## src/rtl/openhw_ahb_pkg.sv

```systemverilog
// Shared definitions for the AHB-Lite subordinate front end:
// HTRANS/HRESP encodings, the control state enum and the transfer legality check.
package openhw_ahb_pkg;

    localparam logic [1:0] HTRANS_IDLE   = 2'b00;
    localparam logic [1:0] HTRANS_BUSY   = 2'b01;
    localparam logic [1:0] HTRANS_NONSEQ = 2'b10;
    localparam logic [1:0] HTRANS_SEQ    = 2'b11;

    localparam logic HRESP_OKAY  = 1'b0;
    localparam logic HRESP_ERROR = 1'b1;

    typedef enum logic [2:0] {
        ST_IDLE,
        ST_ACCESS,
        ST_ERR1,
        ST_ERR2,
        ST_POSTED
    } ahb_state_e;

    // True for the two HTRANS codes that carry a real transfer.
    function automatic logic htrans_active(input logic [1:0] htrans);
        return (htrans == HTRANS_NONSEQ) || (htrans == HTRANS_SEQ);
    endfunction

    // Size must fit the bus and the address must be aligned to the size.
    function automatic logic xfer_legal(input logic [2:0] size,
                                        input logic [2:0] addr_lo,
                                        input logic [2:0] max_size);
        logic [2:0] amask;
        if (size > max_size) begin
            return 1'b0;
        end
        amask = (size >= 3'd3) ? 3'b111 : 3'((4'd1 << size) - 4'd1);
        return (addr_lo & amask) == 3'b000;
    endfunction

endpackage

```

## src/rtl/openhw_ahb_bytemask.sv

```systemverilog
// Byte-lane enable generator: lanes [lo, lo + 2^size - 1] of an NB-lane bus.
module openhw_ahb_bytemask #(
    parameter int unsigned NB = 8,
    parameter int unsigned LB = 3
) (
    input  logic [2:0]    size,
    input  logic [LB-1:0] lo,
    output logic [NB-1:0] be
);

    // Mark every lane that falls inside the addressed byte window.
    always_comb begin : mask_calc
        int unsigned base;
        int unsigned span;
        base = 32'(lo);
        span = 32'd1 << size;
        be   = '0;
        for (int unsigned i = 0; i < NB; i++) begin
            be[i] = (i >= base) && (i < base + span);
        end
    end

endmodule

```

## src/rtl/openhw_ahb_subordinate.sv

```systemverilog
// AHB-Lite subordinate front end: turns each bus transfer into one back-end
// req/ack, with two-cycle ERROR responses for illegal transfers, back-end
// errors and back-end timeouts.
// Optional feature: OPENHW_AHBSUB_POSTED_WRITE_EN enables a one-entry posted
// write buffer (writes complete on the bus before the back end acks).
module openhw_ahb_subordinate
    import openhw_ahb_pkg::*;
#(
    parameter int unsigned PA_BITS        = 32,
    parameter int unsigned AHBW           = 64,
    parameter int unsigned TIMEOUT_CYCLES = 64
) (
    input  logic                 HCLK,
    input  logic                 HRESET,
    input  logic                 HSEL,
    input  logic [1:0]           HTRANS,
    input  logic                 HWRITE,
    input  logic [2:0]           HSIZE,
    input  logic [PA_BITS-1:0]   HADDR,
    input  logic [AHBW-1:0]      HWDATA,
    input  logic                 HREADY,
    output logic                 HREADYOUT,
    output logic                 HRESP,
    output logic [AHBW-1:0]      HRDATA,
    output logic                 MemReq,
    output logic                 MemWrite,
    output logic [PA_BITS-1:0]   MemAddr,
    output logic [AHBW/8-1:0]    MemByteEn,
    output logic [AHBW-1:0]      MemWData,
    input  logic                 MemAck,
    input  logic                 MemErr,
    input  logic [AHBW-1:0]      MemRData,
    output logic                 PostedErr
);

    localparam int unsigned NB       = AHBW / 8;
    localparam int unsigned LB       = $clog2(NB);
    localparam logic [2:0]  MAX_SIZE = 3'(LB);
    localparam int unsigned CW       = (TIMEOUT_CYCLES < 1) ? 1 : $clog2(TIMEOUT_CYCLES + 1);
    localparam logic [CW-1:0] CNT_LAST = CW'((TIMEOUT_CYCLES == 0) ? 0 : TIMEOUT_CYCLES - 1);
`ifdef OPENHW_AHBSUB_POSTED_WRITE_EN
    localparam logic POSTED_EN = 1'b1;
`else
    localparam logic POSTED_EN = 1'b0;
`endif

    ahb_state_e          state_q, state_d, tgt_fresh;
    logic                a_write;
    logic [2:0]          a_size;
    logic [PA_BITS-1:0]  a_addr;
    logic [CW-1:0]       cnt_q;
    logic [NB-1:0]       be_a;
    logic                accept_ok, accept, fresh_legal, expired, pend_ok;
    logic                hreadyout, hresp, mem_req, cnt_clr;

    assign fresh_legal = xfer_legal(HSIZE, HADDR[2:0], MAX_SIZE);
    assign accept_ok   = (state_q == ST_IDLE) || (state_q == ST_ERR2) ||
                         ((state_q == ST_ACCESS) && MemAck && !MemErr) || pend_ok;
    assign accept      = accept_ok && HSEL && HREADY && htrans_active(HTRANS);
    assign tgt_fresh   = !fresh_legal ? ST_ERR1 :
                         (POSTED_EN && HWRITE) ? ST_POSTED : ST_ACCESS;
    // The timeout fires in the last allowed wait cycle so MemReq is high for
    // exactly TIMEOUT_CYCLES cycles before the error pair.
    assign expired     = (TIMEOUT_CYCLES != 0) && (cnt_q == CNT_LAST) && !MemAck;

`ifdef OPENHW_AHBSUB_POSTED_WRITE_EN
    logic                pend_q, pend_set, pend_clr, p_from_pend;
    logic                post_err_d, post_err_q, a_legal, p_first;
    logic [2:0]          p_size;
    logic [PA_BITS-1:0]  p_addr;
    logic [AHBW-1:0]     p_data;
    logic [NB-1:0]       be_p;
    ahb_state_e          tgt_pend;

    assign pend_ok  = (state_q == ST_POSTED) && !pend_q;
    assign tgt_pend = !a_legal ? ST_ERR1 : (a_write ? ST_POSTED : ST_ACCESS);
`else
    assign pend_ok  = 1'b0;
`endif

    // Next-state and bus/back-end handshake decode.
    always_comb begin
        state_d   = state_q;
        hreadyout = 1'b1;
        hresp     = HRESP_OKAY;
        mem_req   = 1'b0;
        cnt_clr   = 1'b0;
`ifdef OPENHW_AHBSUB_POSTED_WRITE_EN
        pend_set    = 1'b0;
        pend_clr    = 1'b0;
        p_from_pend = 1'b0;
        post_err_d  = 1'b0;
`endif
        case (state_q)
            ST_IDLE, ST_ERR2: begin
                if (state_q == ST_ERR2) hresp = HRESP_ERROR;
                if (accept) begin
                    state_d = tgt_fresh;
                    cnt_clr = 1'b1;
                end else begin
                    state_d = ST_IDLE;
                end
            end
            ST_ACCESS: begin
                mem_req   = 1'b1;
                hreadyout = MemAck && !MemErr;
                if (MemAck) begin
                    if (MemErr) begin
                        state_d = ST_ERR1;
                    end else if (accept) begin
                        state_d = tgt_fresh;
                        cnt_clr = 1'b1;
                    end else begin
                        state_d = ST_IDLE;
                    end
                end else if (expired) begin
                    state_d = ST_ERR1;
                end
            end
            ST_ERR1: begin
                hreadyout = 1'b0;
                hresp     = HRESP_ERROR;
                state_d   = ST_ERR2;
            end
`ifdef OPENHW_AHBSUB_POSTED_WRITE_EN
            // A transfer accepted while the buffer is busy is parked in the
            // address registers and dispatched once the buffer drains.
            ST_POSTED: begin
                mem_req   = 1'b1;
                hreadyout = !pend_q;
                if (MemAck || expired) begin
                    post_err_d = MemAck ? MemErr : 1'b1;
                    if (pend_q) begin
                        state_d     = tgt_pend;
                        cnt_clr     = 1'b1;
                        pend_clr    = 1'b1;
                        p_from_pend = 1'b1;
                    end else if (accept) begin
                        state_d = tgt_fresh;
                        cnt_clr = 1'b1;
                    end else begin
                        state_d = ST_IDLE;
                    end
                end else if (accept) begin
                    pend_set = 1'b1;
                end
            end
`endif
            default: state_d = ST_IDLE;
        endcase
    end

    // State register.
    always_ff @(posedge HCLK or posedge HRESET) begin
        if (HRESET) state_q <= ST_IDLE;
        else        state_q <= state_d;
    end

    // Address-phase capture on every accepted transfer.
    always_ff @(posedge HCLK or posedge HRESET) begin
        if (HRESET) begin
            a_write <= 1'b0;
            a_size  <= '0;
            a_addr  <= '0;
        end else if (accept) begin
            a_write <= HWRITE;
            a_size  <= HSIZE;
            a_addr  <= HADDR;
        end
    end

    // Back-end wait counter: cleared on dispatch, saturating while unacked.
    always_ff @(posedge HCLK or posedge HRESET) begin
        if (HRESET)                                  cnt_q <= '0;
        else if (cnt_clr)                            cnt_q <= '0;
        else if (mem_req && !MemAck && cnt_q != '1)  cnt_q <= cnt_q + 1'b1;
    end

    openhw_ahb_bytemask #(.NB(NB), .LB(LB)) u_be_a (
        .size (a_size),
        .lo   (a_addr[LB-1:0]),
        .be   (be_a)
    );

`ifdef OPENHW_AHBSUB_POSTED_WRITE_EN
    // Posted-write buffer: address loads on dispatch, data in its first cycle.
    always_ff @(posedge HCLK or posedge HRESET) begin
        if (HRESET) begin
            pend_q     <= 1'b0;
            post_err_q <= 1'b0;
            a_legal    <= 1'b0;
            p_first    <= 1'b0;
            p_size     <= '0;
            p_addr     <= '0;
            p_data     <= '0;
        end else begin
            post_err_q <= post_err_d;
            if (accept)        a_legal <= fresh_legal;
            if (pend_set)      pend_q  <= 1'b1;
            else if (pend_clr) pend_q  <= 1'b0;
            if (cnt_clr && state_d == ST_POSTED) begin
                p_first <= 1'b1;
                p_size  <= p_from_pend ? a_size : HSIZE;
                p_addr  <= p_from_pend ? a_addr : HADDR;
            end else if (p_first) begin
                p_first <= 1'b0;
                p_data  <= HWDATA;
            end
        end
    end

    openhw_ahb_bytemask #(.NB(NB), .LB(LB)) u_be_p (
        .size (p_size),
        .lo   (p_addr[LB-1:0]),
        .be   (be_p)
    );

    assign MemWrite  = (state_q == ST_POSTED) ? 1'b1 : a_write;
    assign MemAddr   = (state_q == ST_POSTED) ? {p_addr[PA_BITS-1:LB], {LB{1'b0}}}
                                              : {a_addr[PA_BITS-1:LB], {LB{1'b0}}};
    assign MemByteEn = (state_q == ST_POSTED) ? be_p : be_a;
    assign MemWData  = (state_q == ST_POSTED && !p_first) ? p_data : HWDATA;
    assign PostedErr = post_err_q;
`else
    assign MemWrite  = a_write;
    assign MemAddr   = {a_addr[PA_BITS-1:LB], {LB{1'b0}}};
    assign MemByteEn = be_a;
    assign MemWData  = HWDATA;
    assign PostedErr = 1'b0;
`endif

    assign HREADYOUT = hreadyout;
    assign HRESP     = hresp;
    assign MemReq    = mem_req;
    assign HRDATA    = (state_q == ST_ACCESS && !a_write && MemAck) ? MemRData : '0;

endmodule

```

## config.mk

```make
export PLATFORM = sky130hd
export DESIGN_NAME = openhw_ahb_subordinate
export DESIGN_NICKNAME = d
export VERILOG_FILES = /design/src/rtl/openhw_ahb_pkg.sv /design/src/rtl/openhw_ahb_bytemask.sv /design/src/rtl/openhw_ahb_subordinate.sv
export SDC_FILE = /design/constraint.sdc
export NUM_CORES = 1
export LEC_CHECK = 0
export BUFFER_PORTS_ARGS = -buffer_cell sky130_fd_sc_hd__buf_2
export CAP_MARGIN = 30
export CORE_AREA = 10 10 127 129
export CTS_CLUSTER_DIAMETER = 60
export DETAILED_ROUTE_END_ITERATION = 8
export DIE_AREA = 0 0 137 139
export SYNTH_ARGS = -nofsm -noshare
export SYNTH_HDL_FRONTEND = slang
export SYNTH_SLANG_ARGS = --single-unit
```

## constraint.sdc

```tcl
create_clock -name HCLK -period 2.08 [get_ports HCLK]
set_input_delay 0.104 -clock HCLK [delete_from_list [all_inputs] [get_ports HCLK]]
set_output_delay 0.104 -clock HCLK [all_outputs]
set_load 0.01 [all_outputs]
```

# After elaboration in Yosys (flattened, before gate mapping)
# Cells that the tools add are included.
# op_classes
n_lt_le_gt_ge,17
bitwise,1
mul,0
add_sub_neg,3
shifts,2
eq_ne,8
n_div,0
muxes,21
n_reduce_logical,28
# ops
op,count
$lt A3 B32 Y1 const A,4
$lt A1 B32 Y1 const A,2
$lt A2 B32 Y1 const A,2
$mux W64,1
$add A3 B32 Y32,1
$shl A1 B3 Y32 const A,1
$logic_and A1 B1 Y1,18
$mux W7,2
$mux W3,4
$ge A3 B3 Y1 const A,3
$pmux W3 S3,1
$mux W1,8
$add A7 B1 Y7 const B,1
$eq A7 B6 Y1 const B,1
$ne A7 B7 Y1 const B,1
$eq A3 B2 Y1 const B,2
$ge A1 B3 Y1 const A,2
$ge A2 B3 Y1 const A,2
$logic_not A3 Y1,2
$pmux W1 S2,3
$eq A2 B2 Y1 const B,2
$mux W2,2
$and A3 B3 Y3,1
$eq A3 B1 Y1 const B,1
other kinds (9),13
# totals
mem_bits_rw,0
mem_bits_ro,0
out_inout_bits,173
memories,0
wordCells,85
latchBits,0
ff_bits,46
in_bits,172

# Depth between registers and ports, before layout
# logic_depth
ltp_word,12
ltp_mapped,8
ltp_nobuf,7

# Hierarchy
# Synthesis repeated with hierarchy kept, for this count alone.
# unflattened
cells_unflattened,353
hier_area_um2,3395.8
# modules_own_cells
mod,cells_per_inst,seq_area_each_um2,area_each_um2,n_inst
openhw_ahb_subordinate,321,1126.1,3138.0,1
openhw_ahb_bytemask,32,0.0,257.7,1

# Worst setup path before layout
# Ideal clock, no wire load.
# synth_path
kind,register -> output
startpoint,register a_size[2]
endpoint,output port MemByteEn[6]
path_buffers,1
t_required_ns,1.976
path_stages_with_launch,8
slack_ns,-0.099
arrival_ns,2.075
path_cell_list,dfrtp_1 -> clkbuf_1 -> nor3_1 -> ha_1 -> fa_1 -> or4_1 -> nand2_1 -> a311oi_1
# synth_via
elab_chain_len,4
# synth_rtl
item,line_no,source
start: declaration,openhw_ahb_subordinate.sv:49,logic [2:0] a_size;
start signal: assignment,openhw_ahb_subordinate.sv:163,a_size <= '0;
start signal: assignment,openhw_ahb_subordinate.sv:167,a_size <= HSIZE;
$shl A1 B3 Y32,openhw_ahb_bytemask.sv:16,span = 32'd1 << size;
$add A3 B32 Y32,openhw_ahb_bytemask.sv:19,be[i] = (i >= base) && (i < base + span);
$lt A3 B32 Y1,openhw_ahb_bytemask.sv:19,
$logic_and A1 B1 Y1,openhw_ahb_bytemask.sv:19,
end: declaration,openhw_ahb_subordinate.sv:28,"output logic [AHBW/8-1:0] MemByteEn,"
# No other way between the ends.

# Worst setup path in the final report
# layout_path
startpoint,register a_size[0]
endpoint,output port MemByteEn[6]
# The elaborated chain is that of the path after synthesis.

==> impl_metrics.toml <==
[placement]
pre_cts_slack_ns = -0.1411
globalplace.congestion = 0.8917
place.detailed.hpwl_mm = 10.08
postPlaceCellArea_mm2 = 0.004139
portBuffers = 211

[sta]
post-route-period-util_pct = 114.1
layout_min_cycle_time_ns = 2.373
max_slew.worst_pin.slew_ns = 0.4896
clock_skew_ns = 0.003886
hold_slack_ns = 0.05023
count_of_final_max_slew_check_failures = 0
slew-limit-headroom_pct = 66.52
report.final.hold_viol_count = 0
worst_slack_ns = -0.2928
timing.final.setup_violations = 8
grt_setup_unrepaired = "yes"
fmax_mhz = 421.5

[cts]
clock_insertion_delay_worst_skew_ns = 0.28
clk_transition_reported_paths_ns = 0.06
tritoncts.num_buffers = 5
clk_root_buffer_cell = "sky130_fd_sc_hd__clkbuf_16"
cts_tree = "built"
cts_htree_levels = 2
cts_max_path_buffers = 2
cts_num_sinks = 45

[die]
die_width_um = 137
floorplan.die_area_mm2 = 0.01904
initial_utilization_pct = 25.57
fp-row-count = 43
design.core.area_mm2 = 0.01367
fp.dieH_um = 139
design.portCount = 345

[global_route]
initial_antenna_violation_count = 1
maximum_number_of_pins_on_one_net_before_global_route_repair = 65
grt-ovfl-total = 0
number_of_global_route_vias_before_repair = 3104
globalRouteTotalUtil_pct = 11.74
first_pass_grt_wire_length_mm = 18.14

[synthesis]
synth-edff-count = 0
synth_area_per_cell_um2 = 9.816
synth_seq_cells = 45
post_synthesis_cell_type_count = 44
postSynth.asyncResetShare_pct = 100.0
seq_area_frac_synth_pct = 32.22
yosysWarnings = 0
syn_inst = 356
post_synth_instance_area_mm2 = 0.003495
synth-main-ff-cell = "sky130_fd_sc_hd__dfrtp_1"

[detailed_routing]
finalWirelength_mm = 12.23
overall_via_count_from_detail_route = 2938
drt_pre_antenna_iters = 4
avgViaCountPerCell = 4.346
drt_drc_violations_left = 0
detailedRoute.firstIterationViolations = 97
antenna_left = 0
drt-wirelength-per-cell_um = 18.09

[layout]
finalInstanceArea_mm2 = 0.004549
syn2layout_area_growth_pct = 30.18
final_net_count = 677
n_fill_cell = 1421
area.sequential_mm2 = 0.001127
layout-drive-gt1-share_pct = 62.50
insertedDiodeCount = 0
multi_input_comb_area_mm2 = 0.001694

[critical_path]
worstPathArrival_ns = 2.27
timing.critical_path.cells = "nor3b_4 -> buf_4 -> fa_2 -> buf_6 -> xor2_4 -> nor4_4 -> a311oi_2 -> buf_2"
cp_endpoint = "MemByteEn[6]"
crit_type = "reg2out"
reg2reg_slack_ns = 0.19
timing.critical_path.slowest_cell_delay_ns = 0.41
crit_path_capture_type = "primary output"
critPathRequiredTime_ns = 1.98
timing.rr.start = "state_q[1]"
timing.critical_path.slowest_stage_cell = "sky130_fd_sc_hd__dfrtp_1"
r2r.worst_path.cells = 6
critical_path.max_fanout = 4
setup.worst_path.start = "a_size[0]"
crit-reg2reg-capture = "a_addr[21]"
critical_path.startpoint_type = "flop"

[power]
peakVddDrop_uv = 457.5
p_int_uw = 3539
sequentialPowerShare_pct = 26.8
clockPowerShare_pct = 15.8
static-leakage-power_uw = 0.002457
cellPowerDensity_mw_per_mm2 = 1267
total_switching_power_uw = 2228
post-layout-total-power_uw = 5766
power.share.combinational_pct = 57.4
power.switching_fraction_pct = 38.63

[hold_path]
worst_hold_path_type = "in2reg"

[run_status]
status = "complete, but fails checks"
failing_checks = "setup timing"

[run]
max_cap_violations = 0
## kinds of logic after synthesis
group / synth area share (%)
simple gates: 21.02
buf+inv: 23.42
flops: 32.22
mux: 12.57
compound gates: 6.373
fa+ha+maj: 3.795
xor+xnor: 0.5013
other cells: 0.1073
## sequential cells by signal (all words and copies together) (netlist names)
signal,flops
state_q,2
a_size,3
a_addr,32
cnt_q,7
MemWrite,1
## worst max-delay path, delay by kind of cell (launching register included)
family / cells / cell delay [ns]
buf+inv: 3 / 0.46
fa+ha+maj: 1 / 0.37
flops: 1 / 0.41
simple gates: 2 / 0.25
compound gates: 1 / 0.26
xor+xnor: 1 / 0.23
## cells in the final DEF (no fill, tap or decap), types with 4 or more instances in the layout
cell type                   instances
sky130_fd_sc_hd__nor2_1             9
sky130_fd_sc_hd__and2_1            65
sky130_fd_sc_hd__dfrtp_1           44
sky130_fd_sc_hd__o21ai_0            5
sky130_fd_sc_hd__buf_2            211
sky130_fd_sc_hd__nand3_1            4
sky130_fd_sc_hd__mux2_2            27
sky130_fd_sc_hd__a21oi_1            5
sky130_fd_sc_hd__mux2_4             9
sky130_fd_sc_hd__clkbuf_16          6
sky130_fd_sc_hd__buf_4             18
sky130_fd_sc_hd__buf_6              4
sky130_fd_sc_hd__and3_1             4
sky130_fd_sc_hd__conb_1             4
sky130_fd_sc_hd__ha_1               8
sky130_fd_sc_hd__nand2_1           10
## power groups by stage
stage	sequential [uW]	combinational [uW]	clock (uW)
5_1_grt	1610	3580	1000
2_1_floorplan	1500	2150	0
3_3_place_gp	1520	2740	0
4_1_cts	1550	3140	960
3_5_place_dp	1550	2780	0
6_report	1550	3310	912
## metrics by stage
stage	TNS (ns)	utilization, %	std cells
floorplan	-0.007210	-	359
global placement	-0.1365	30.29	657
detailed placement	-0.6218	30.29	657
CTS	-1.884	32.75	673
global route	-2.626	33.29	676
finish	-1.977	33.29	676
## worst min path at each step
stage | to | from | slack [ns] | cells past startpoint
floorplan | a_addr[23] | HADDR[23] | 0.25 | 1
global placement | a_addr[18] | HRESET | 0.14 | 2
detailed placement | a_addr[14] | HRESET | 0.14 | 2
CTS | a_addr[16] | HADDR[16] | 0.04 | 2
global route | a_addr[22] | HADDR[22] | 0.04 | 2
finish | a_addr[30] | HADDR[30] | 0.05 | 2
## cell type report
class | instances | share of cell area (%)
inverters | 5 | 0.4125
clock buffers | 7 | 3.135
flip-flops and latches | 45 | 24.78
well taps | 180 | 4.950
clock inverters | 1 | 0.6601
multi-input cells | 201 | 37.24
repair buffers | 237 | 28.82
## routing by layer
layer | GRT usage [%] | wire, um
met1 | 12.01 | 4315
met4 | 2.608 | 152
met2 | 20.10 | 5970
met3 | 6.812 | 1791
met5 | 0 | 0
## timing repair
| item | CTS | global route |
|---|---|---|
| endpoints found under the hold margin | 18 | 0 |
| gates cloned | 0 | 1 |
| pin swaps | 15 | 7 |
| resized for setup | 24 | 6 |
| buffers inserted | 7 | 3 |
| endpoints found under the setup margin | 8 | 27 |
| hold buffers | 1 | 0 |
## cell usage after synthesis, types with 3 or more instances
master	number	area share [%]
sky130_fd_sc_hd__dfrtp_1	45	32
sky130_fd_sc_hd__nand2_1	12	1.3
sky130_fd_sc_hd__a31oi_1	3	0.54
sky130_fd_sc_hd__buf_4	97	21
sky130_fd_sc_hd__a21oi_1	6	0.86
sky130_fd_sc_hd__and4_1	3	0.75
sky130_fd_sc_hd__o21ai_0	7	1.0
sky130_fd_sc_hd__mux2_4	9	3.9
sky130_fd_sc_hd__inv_1	5	0.54
sky130_fd_sc_hd__mux2_2	27	8.7
sky130_fd_sc_hd__nand3_1	4	0.57
sky130_fd_sc_hd__buf_6	4	1.3
sky130_fd_sc_hd__or3_1	3	0.54
sky130_fd_sc_hd__clkbuf_1	7	0.75
sky130_fd_sc_hd__nor2_1	10	1.1
sky130_fd_sc_hd__and2_1	65	12
sky130_fd_sc_hd__and3_1	4	0.72
sky130_fd_sc_hd__ha_1	9	3.2
(Power assumes the default switching activity.)
